File: src/rtl/sector_buf_pkg.sv
// sector_buf_pkg: shared read-FSM state type and sector sizing helper for sector_buf_ctrl
package sector_buf_pkg;
  typedef enum logic {R_IDLE, R_DATA} rd_state_e;
  function automatic int unsigned sector_words(input int unsigned asize);
    return 32'd1 << (asize - 1);
  endfunction
endpackage

File: src/rtl/sector_buf_ctrl.sv
// sector_buf_ctrl: ping-pong sector buffer controller driving an external dual-port RAM
// Ports: clk/rst (async, active-high), flush (sync abort);
//   wr_valid/wr_data/wr_ready producer stream; rd_valid/rd_data/rd_ready/rd_last consumer stream;
//   ram_wclken/ram_waddr/ram_wdata/ram_wfull RAM write side; ram_rclken/ram_raddr/ram_rdata RAM read side
//   (registered, 1-cycle latency); bank_full per-bank full flags.
// Optional: define SECTOR_BUF_STATS_EN to add a 16-bit sector_cnt output counting released sectors.
module sector_buf_ctrl
  import sector_buf_pkg::*;
#(
  parameter int DSIZE = 8,
  parameter int ASIZE = 10
) (
  input  logic             clk,
  input  logic             rst,
  input  logic             flush,
  input  logic             wr_valid,
  input  logic [DSIZE-1:0] wr_data,
  output logic             wr_ready,
  output logic             rd_valid,
  output logic [DSIZE-1:0] rd_data,
  input  logic             rd_ready,
  output logic             rd_last,
  output logic             ram_wclken,
  output logic [ASIZE-1:0] ram_waddr,
  output logic [DSIZE-1:0] ram_wdata,
  output logic             ram_wfull,
  output logic             ram_rclken,
  output logic [ASIZE-1:0] ram_raddr,
  input  logic [DSIZE-1:0] ram_rdata,
  output logic [1:0]       bank_full
`ifdef SECTOR_BUF_STATS_EN
  ,
  output logic [15:0]      sector_cnt
`endif
);
  localparam int AW = ASIZE - 1;
  localparam logic [AW-1:0] LAST = AW'(sector_words(ASIZE) - 1);
  rd_state_e state_q, state_d;
  logic [1:0] bank_full_q, bank_full_d, set_mask, clr_mask;
  logic wr_bank_q, wr_bank_d, rd_bank_q, rd_bank_d;
  logic [AW-1:0] wcnt_q, wcnt_d, rcnt_q, rcnt_d, rcnt_inc;
  logic wr_fire, wr_wrap, rd_fire, rd_start, rd_release;
  assign wr_ready   = !bank_full_q[wr_bank_q] && !flush;
  // rst gating keeps the RAM untouched in the reset cycle even though wr_ready reads 1
  assign wr_fire    = wr_valid && wr_ready && !rst;
  assign wr_wrap    = wr_fire && (wcnt_q == LAST);
  assign ram_wclken = wr_fire;
  assign ram_waddr  = {wr_bank_q, wcnt_q};
  assign ram_wdata  = wr_data;
  assign ram_wfull  = bank_full_q[wr_bank_q];
  assign bank_full  = bank_full_q;
  assign rd_data    = ram_rdata;
  assign rcnt_inc   = rcnt_q + AW'(1);
  always_ff @(posedge clk or posedge rst) begin
    if (rst) begin
      state_q     <= R_IDLE;
      bank_full_q <= 2'b00;
      wr_bank_q   <= 1'b0;
      rd_bank_q   <= 1'b0;
      wcnt_q      <= '0;
      rcnt_q      <= '0;
    end else begin
      state_q     <= state_d;
      bank_full_q <= bank_full_d;
      wr_bank_q   <= wr_bank_d;
      rd_bank_q   <= rd_bank_d;
      wcnt_q      <= wcnt_d;
      rcnt_q      <= rcnt_d;
    end
  end
  always_comb begin
    state_d = flush ? R_IDLE : rd_start ? R_DATA : rd_release ? R_IDLE : state_q;
  end
  // RAM output is registered and only advances on ram_rclken, so rd_data holds while stalled
  always_comb begin
    rd_valid   = (state_q == R_DATA) && !flush;
    rd_last    = rd_valid && (rcnt_q == LAST);
    rd_fire    = rd_valid && rd_ready;
    rd_release = rd_fire && rd_last;
    rd_start   = (state_q == R_IDLE) && bank_full_q[rd_bank_q] && !flush;
    ram_rclken = rd_start || (rd_fire && !rd_last);
    ram_raddr  = {rd_bank_q, rd_start ? {AW{1'b0}} : rcnt_inc};
  end
  // a bank being filled is never full and a bank being released always is, so set/clear never collide
  always_comb begin
    set_mask    = wr_wrap ? (2'b01 << wr_bank_q) : 2'b00;
    clr_mask    = rd_release ? (2'b01 << rd_bank_q) : 2'b00;
    bank_full_d = flush ? 2'b00 : (bank_full_q | set_mask) & ~clr_mask;
    wcnt_d      = flush ? '0 : wr_fire ? wcnt_q + AW'(1) : wcnt_q;
    wr_bank_d   = flush ? 1'b0 : wr_bank_q ^ wr_wrap;
    rd_bank_d   = flush ? 1'b0 : rd_bank_q ^ rd_release;
    rcnt_d      = (flush || rd_start) ? '0 : (rd_fire && !rd_last) ? rcnt_inc : rcnt_q;
  end
`ifdef SECTOR_BUF_STATS_EN
  logic [15:0] sector_cnt_q;
  always_ff @(posedge clk or posedge rst) begin
    if (rst) sector_cnt_q <= '0;
    else if (flush) sector_cnt_q <= '0;
    else if (rd_release) sector_cnt_q <= sector_cnt_q + 16'd1;
  end
  assign sector_cnt = sector_cnt_q;
`endif
endmodule

File: config.mk
export PLATFORM = sky130hd
export DESIGN_NAME = sector_buf_ctrl
export DESIGN_NICKNAME = d
export VERILOG_FILES = /design/src/rtl/sector_buf_pkg.sv /design/src/rtl/sector_buf_ctrl.sv
export SDC_FILE = /design/constraint.sdc
export NUM_CORES = 1
export LEC_CHECK = 0
export ABC_AREA = 1
export CORE_MARGIN = 1.5
export CORE_UTILIZATION = 63
export CTS_CLUSTER_DIAMETER = 120
export DETAILED_ROUTE_END_ITERATION = 10
export DONT_BUFFER_PORTS = 1
export GPL_ROUTABILITY_DRIVEN = 0
export GPL_TIMING_DRIVEN = 0
export PLACE_DENSITY = 0.78
export SKIP_LAST_GASP = 1
export SLEW_MARGIN = 10
export SYNTH_ARGS = -nofsm -noshare
export SYNTH_HDL_FRONTEND = slang
export SYNTH_SLANG_ARGS = --single-unit
File: constraint.sdc
create_clock -name clk -period 2.56 [get_ports clk]
set_clock_uncertainty 0.1 [all_clocks]
set_input_delay 0.256 -clock clk [delete_from_list [all_inputs] [get_ports clk]]
set_output_delay 0.256 -clock clk [all_outputs]
set_load 0.02 [all_outputs]
==> summary.md <==
| Metric | Value |
|---|---|
| Highest net fanout along the worst path | 4 |
| Combinational family with the most area after synthesis | simple AND/OR/NAND/NOR gates |
| Worst min-delay path startpoint | flush |
| Share of flip-flops with an asynchronous set or reset after synthesis | 1.00 |
| Min cycle time layout | 2.42 ns |
| Synthesized area per cell | 7.33 um2 |
| Area growth from synthesis to layout | 6.52% |
| Metal2 WL | 1.64 mm |
| Clock transition time at the flip-flop clock pins of the worst setup and hold paths | 0.13 ns |
| Kind of start point of the critical path | flop |
| Worst R2R Setup Slack | 0.44 ns |
| Total number of vias | 1348 |
| N_diodes | 0 |
| Detail Route met3 WL | 208 um |
| R2r endpoint | rd_bank_q$_DFF_PP0_ |
| Unrepaired setup endpoints after global routing | no |
| Wire length of the first global-routing pass | 4.85 mm |
| Vert. Die Dim | 53.6 um |
| CP Launch Point | rcnt_q[0]$_DFFE_PP0P_ |
| DIE AREA | 2870 um2 |
| Number of library cell types mapped by synthesis | 25 |
| Max VDD drop | 0.250 mV |
| Routed len/inst | 12.2 um |
| Number of global-route vias before repair | 1154 |
| Max Used Layer | met4 |
| Worst r2r path cells | 11 |
| Pin count of the biggest net entering global routing | 25 |
| Number of buffers between clock root and the deepest sink | 2 |
| Setup crit end | ram_rclken |
| Count of endpoints failing setup in the final report | 0 |
| Number of max-slew violations in the final report | 0 |
| Result of the run | finished, final reports clean |
| Core region area | 2450 um2 |
| Gate Count Post-Synth | 220 |
| Synthesis Warnings | 0 |
| Share of the clock period used by the worst path | 0.947 |
| Synth Register Bits | 23 |
| Total Neg Setup Slack | 0 ns |
| H-tree levels | 1 |
| Fraction of final layout cells with drive strength greater than 1 | 0.198 |
| Max Fclk | 0.412 GHz |
| Tightest slew margin relative to the limit | 0.639 |
| Vias per Instance | 5.25 |
| Proportion of netlist area held by the largest area contributor | 0.357 |
| Final number of hold-violating endpoints | 0 |
| Critical Path RT | 2.20 ns |
| Post-synthesis share of cell area spent on xor and xnor gates | 0.0217 |
| Detail Placement HPWL | 2.37 mm |
| Routed length on met1 | 1.26 mm |
| Utilization after layout | 0.699 |
| Leakage power figure | 0.985 nW |
| Chip width | 53.6 um |
| Number of CTS-inserted buffers | 3 |
| Initial core utilization | 0.656 |
| Final global-route overflow total | 0 |
| Number of optimization iterations in the first detailed-route pass | 4 |
| Number of I/O port buffers | 0 |
| Clock tree from TritonCTS | done |
| Simple-gate area share of the yosys netlist | 0.384 |
| Arrival time of data at the critical path endpoint | 2.07 ns |
| Total GRT Usage | 0.225 |
| Multi-input logic area | 790 um2 |
| Number of remaining DRC errors | 0 |
| Transition time at the pin with the least slew margin | 0.541 ns |
| Area of all sequential standard cells | 576 um2 |
| Post-synth net total | 247 |
| Synth Area in Compound Gates | 0.0326 |
| Layout filler cell count | 212 |
| Worst Setup Path Type | reg -> out |
| Post-route ant nets | 0 |
| Reg-to-Reg Start | rcnt_q[0]$_DFFE_PP0P_ |
| Insertion delay of the later-clocked pin in the worst-skew pair | 0.31 ns |
| Cell type with the highest aggregate area in the netlist | sky130_fd_sc_hd__dfrtp_1 |
| Iter 0 DRT Violations | 25 |
| Dominant synthesized flop cell | sky130_fd_sc_hd__dfrtp_1 |
| Pre-CTS setup slack | 0.186 ns |
| Net count of the finished layout | 255 |
| Synth Area in Adders | 0.0466 |
| Biggest area contributors in the synthesized netlist | sky130_fd_sc_hd__dfrtp_1 (36%), sky130_fd_sc_hd__nand2_1 (17%), sky130_fd_sc_hd__buf_4 (8.4%) |
| Library cell used as clock root buffer | sky130_fd_sc_hd__clkbuf_4 |
| Boundary pin count | 65 |
| Number of enable-type register cells in the synthesized netlist | 0 |
| Type of the worst min-delay path | in -> reg |
| Portion of netlist area occupied by mux cells | 0 |
| Sequential area share after synthesis | 0.357 |
| Initial antenna violation count | 0 |
| Power per cell area | 358 nW/um2 |
| Placed cell area | 1650 um2 |
| Type of element capturing the critical path | primary output |
| Number of sinks on the clock net | 23 |
| Final total power | 615 uW |
| Cell area after layout | 1720 um2 |
| Max cap viols | 0 |
| Site Rows | 18 |
| Synthesized cell area | 1610 um2 |
| WL final | 3.13 mm |
| Final worst-path setup slack | 0.136 ns |
## cell usage after synthesis (2+ instances only)
master and number:
sky130_fd_sc_hd__ha_1 6, sky130_fd_sc_hd__inv_2 4, sky130_fd_sc_hd__buf_4 18, sky130_fd_sc_hd__inv_1 25, sky130_fd_sc_hd__nor2_4 3, sky130_fd_sc_hd__o21ai_2 2, sky130_fd_sc_hd__nand2_4 2, sky130_fd_sc_hd__xor2_1 3
sky130_fd_sc_hd__nor2_8 2, sky130_fd_sc_hd__nor3_1 2, sky130_fd_sc_hd__nand3_1 20, sky130_fd_sc_hd__dfrtp_1 23, sky130_fd_sc_hd__a21oi_1 2, sky130_fd_sc_hd__o21ai_0 2, sky130_fd_sc_hd__nor2_1 23, sky130_fd_sc_hd__nand2_1 74
## cell usage in the layout (no fill, tap or decap), drive strengths merged, types with 3 or more instances in the layout
master and count:
nor2 28, nand2 77, o21ai 4, inv 29, nand3 20, xor2 3, ha 6, dfrtp 23
buf 20, clkbuf 3
## metal layers
metal | up-vias | track usage
li1 | 675 | -
met4 | 0 | 0.0641
met2 | 51 | 0.409
met3 | 4 | 0.0333
met1 | 618 | 0.273
met5 | - | 0
## where the power goes
group	total [mW]	leakage [nW]	internal [mW]	switching, mW
clock	0.175	0.0177	0.0584	0.116
combinational	0.0717	0.646	0.0255	0.0462
sequential	0.368	0.321	0.365	0.00339
## worst min-delay path by stage
stage                             endpoint  slack (ns)  cells past startpoint
floorplan           bank_full[0]$_DFF_PP0_        0.17                      1
global placement       wr_bank_q$_DFF_PP0_        0.22                      1
detailed placement     wr_bank_q$_DFF_PP0_        0.23                      1
CTS                 bank_full[1]$_DFF_PP0_       0.007                      3
global route        bank_full[1]$_DFF_PP0_        0.03                      3
finish              bank_full[1]$_DFF_PP0_        0.01                      3
## area by class of cell
class | instances | area share
Clock buffer | 3 | 0.0131
Tap cell | 30 | 0.0219
Buffer | 19 | 0.0816
Inverter | 30 | 0.0692
Timing Repair Buffer | 3 | 0.0160
Clock inverter | 1 | 0.00292
Multi-Input combinational cell | 148 | 0.460
Sequential cell | 23 | 0.335
## cells by family after synthesis
group | after synthesis
adders and majority gates | 6
AOI/OAI and AO/OA | 8
DFF | 23
and+or+nand+nor | 130
buffers and inverters | 49
xor gates and xnor gates | 4
## repair_timing
item,4_1_cts,5_1_grt
hold buffers,2,0
resized for setup,3,2
buffers inserted,1,0
setup endpoints to repair,1,2
pin swaps,1,0
hold endpoints to repair,24,0
## state kept, by name, indices dropped and copies added, names as in the netlist
| register | cells |
|---|---|
| wcnt_q | 9 |
| rd_bank_q | 1 |
| bank_full | 2 |
| state_q | 1 |
| wr_bank_q | 1 |
| rcnt_q | 9 |
## critical path, stage by stage, from the launching register on
cell                      delay, ns
sky130_fd_sc_hd__dfrtp_1       0.42
sky130_fd_sc_hd__ha_1          0.18
sky130_fd_sc_hd__nand2_1       0.08
sky130_fd_sc_hd__nor2_2        0.16
sky130_fd_sc_hd__inv_1         0.10
sky130_fd_sc_hd__nor3_1        0.19
sky130_fd_sc_hd__ha_2          0.22
sky130_fd_sc_hd__inv_1         0.06
sky130_fd_sc_hd__nor2_4        0.21
sky130_fd_sc_hd__o21ai_2       0.13
## metrics by stage
stage | hold WS, ns | instances
global placement | 0.224 | 250
global route | 0.0312 | 257
detailed placement | 0.228 | 250
finish | 0.00952 | 257
floorplan | 0.174 | 220
CTS | 0.00703 | 257
Note: power is estimated with default switching activity, not from simulation.
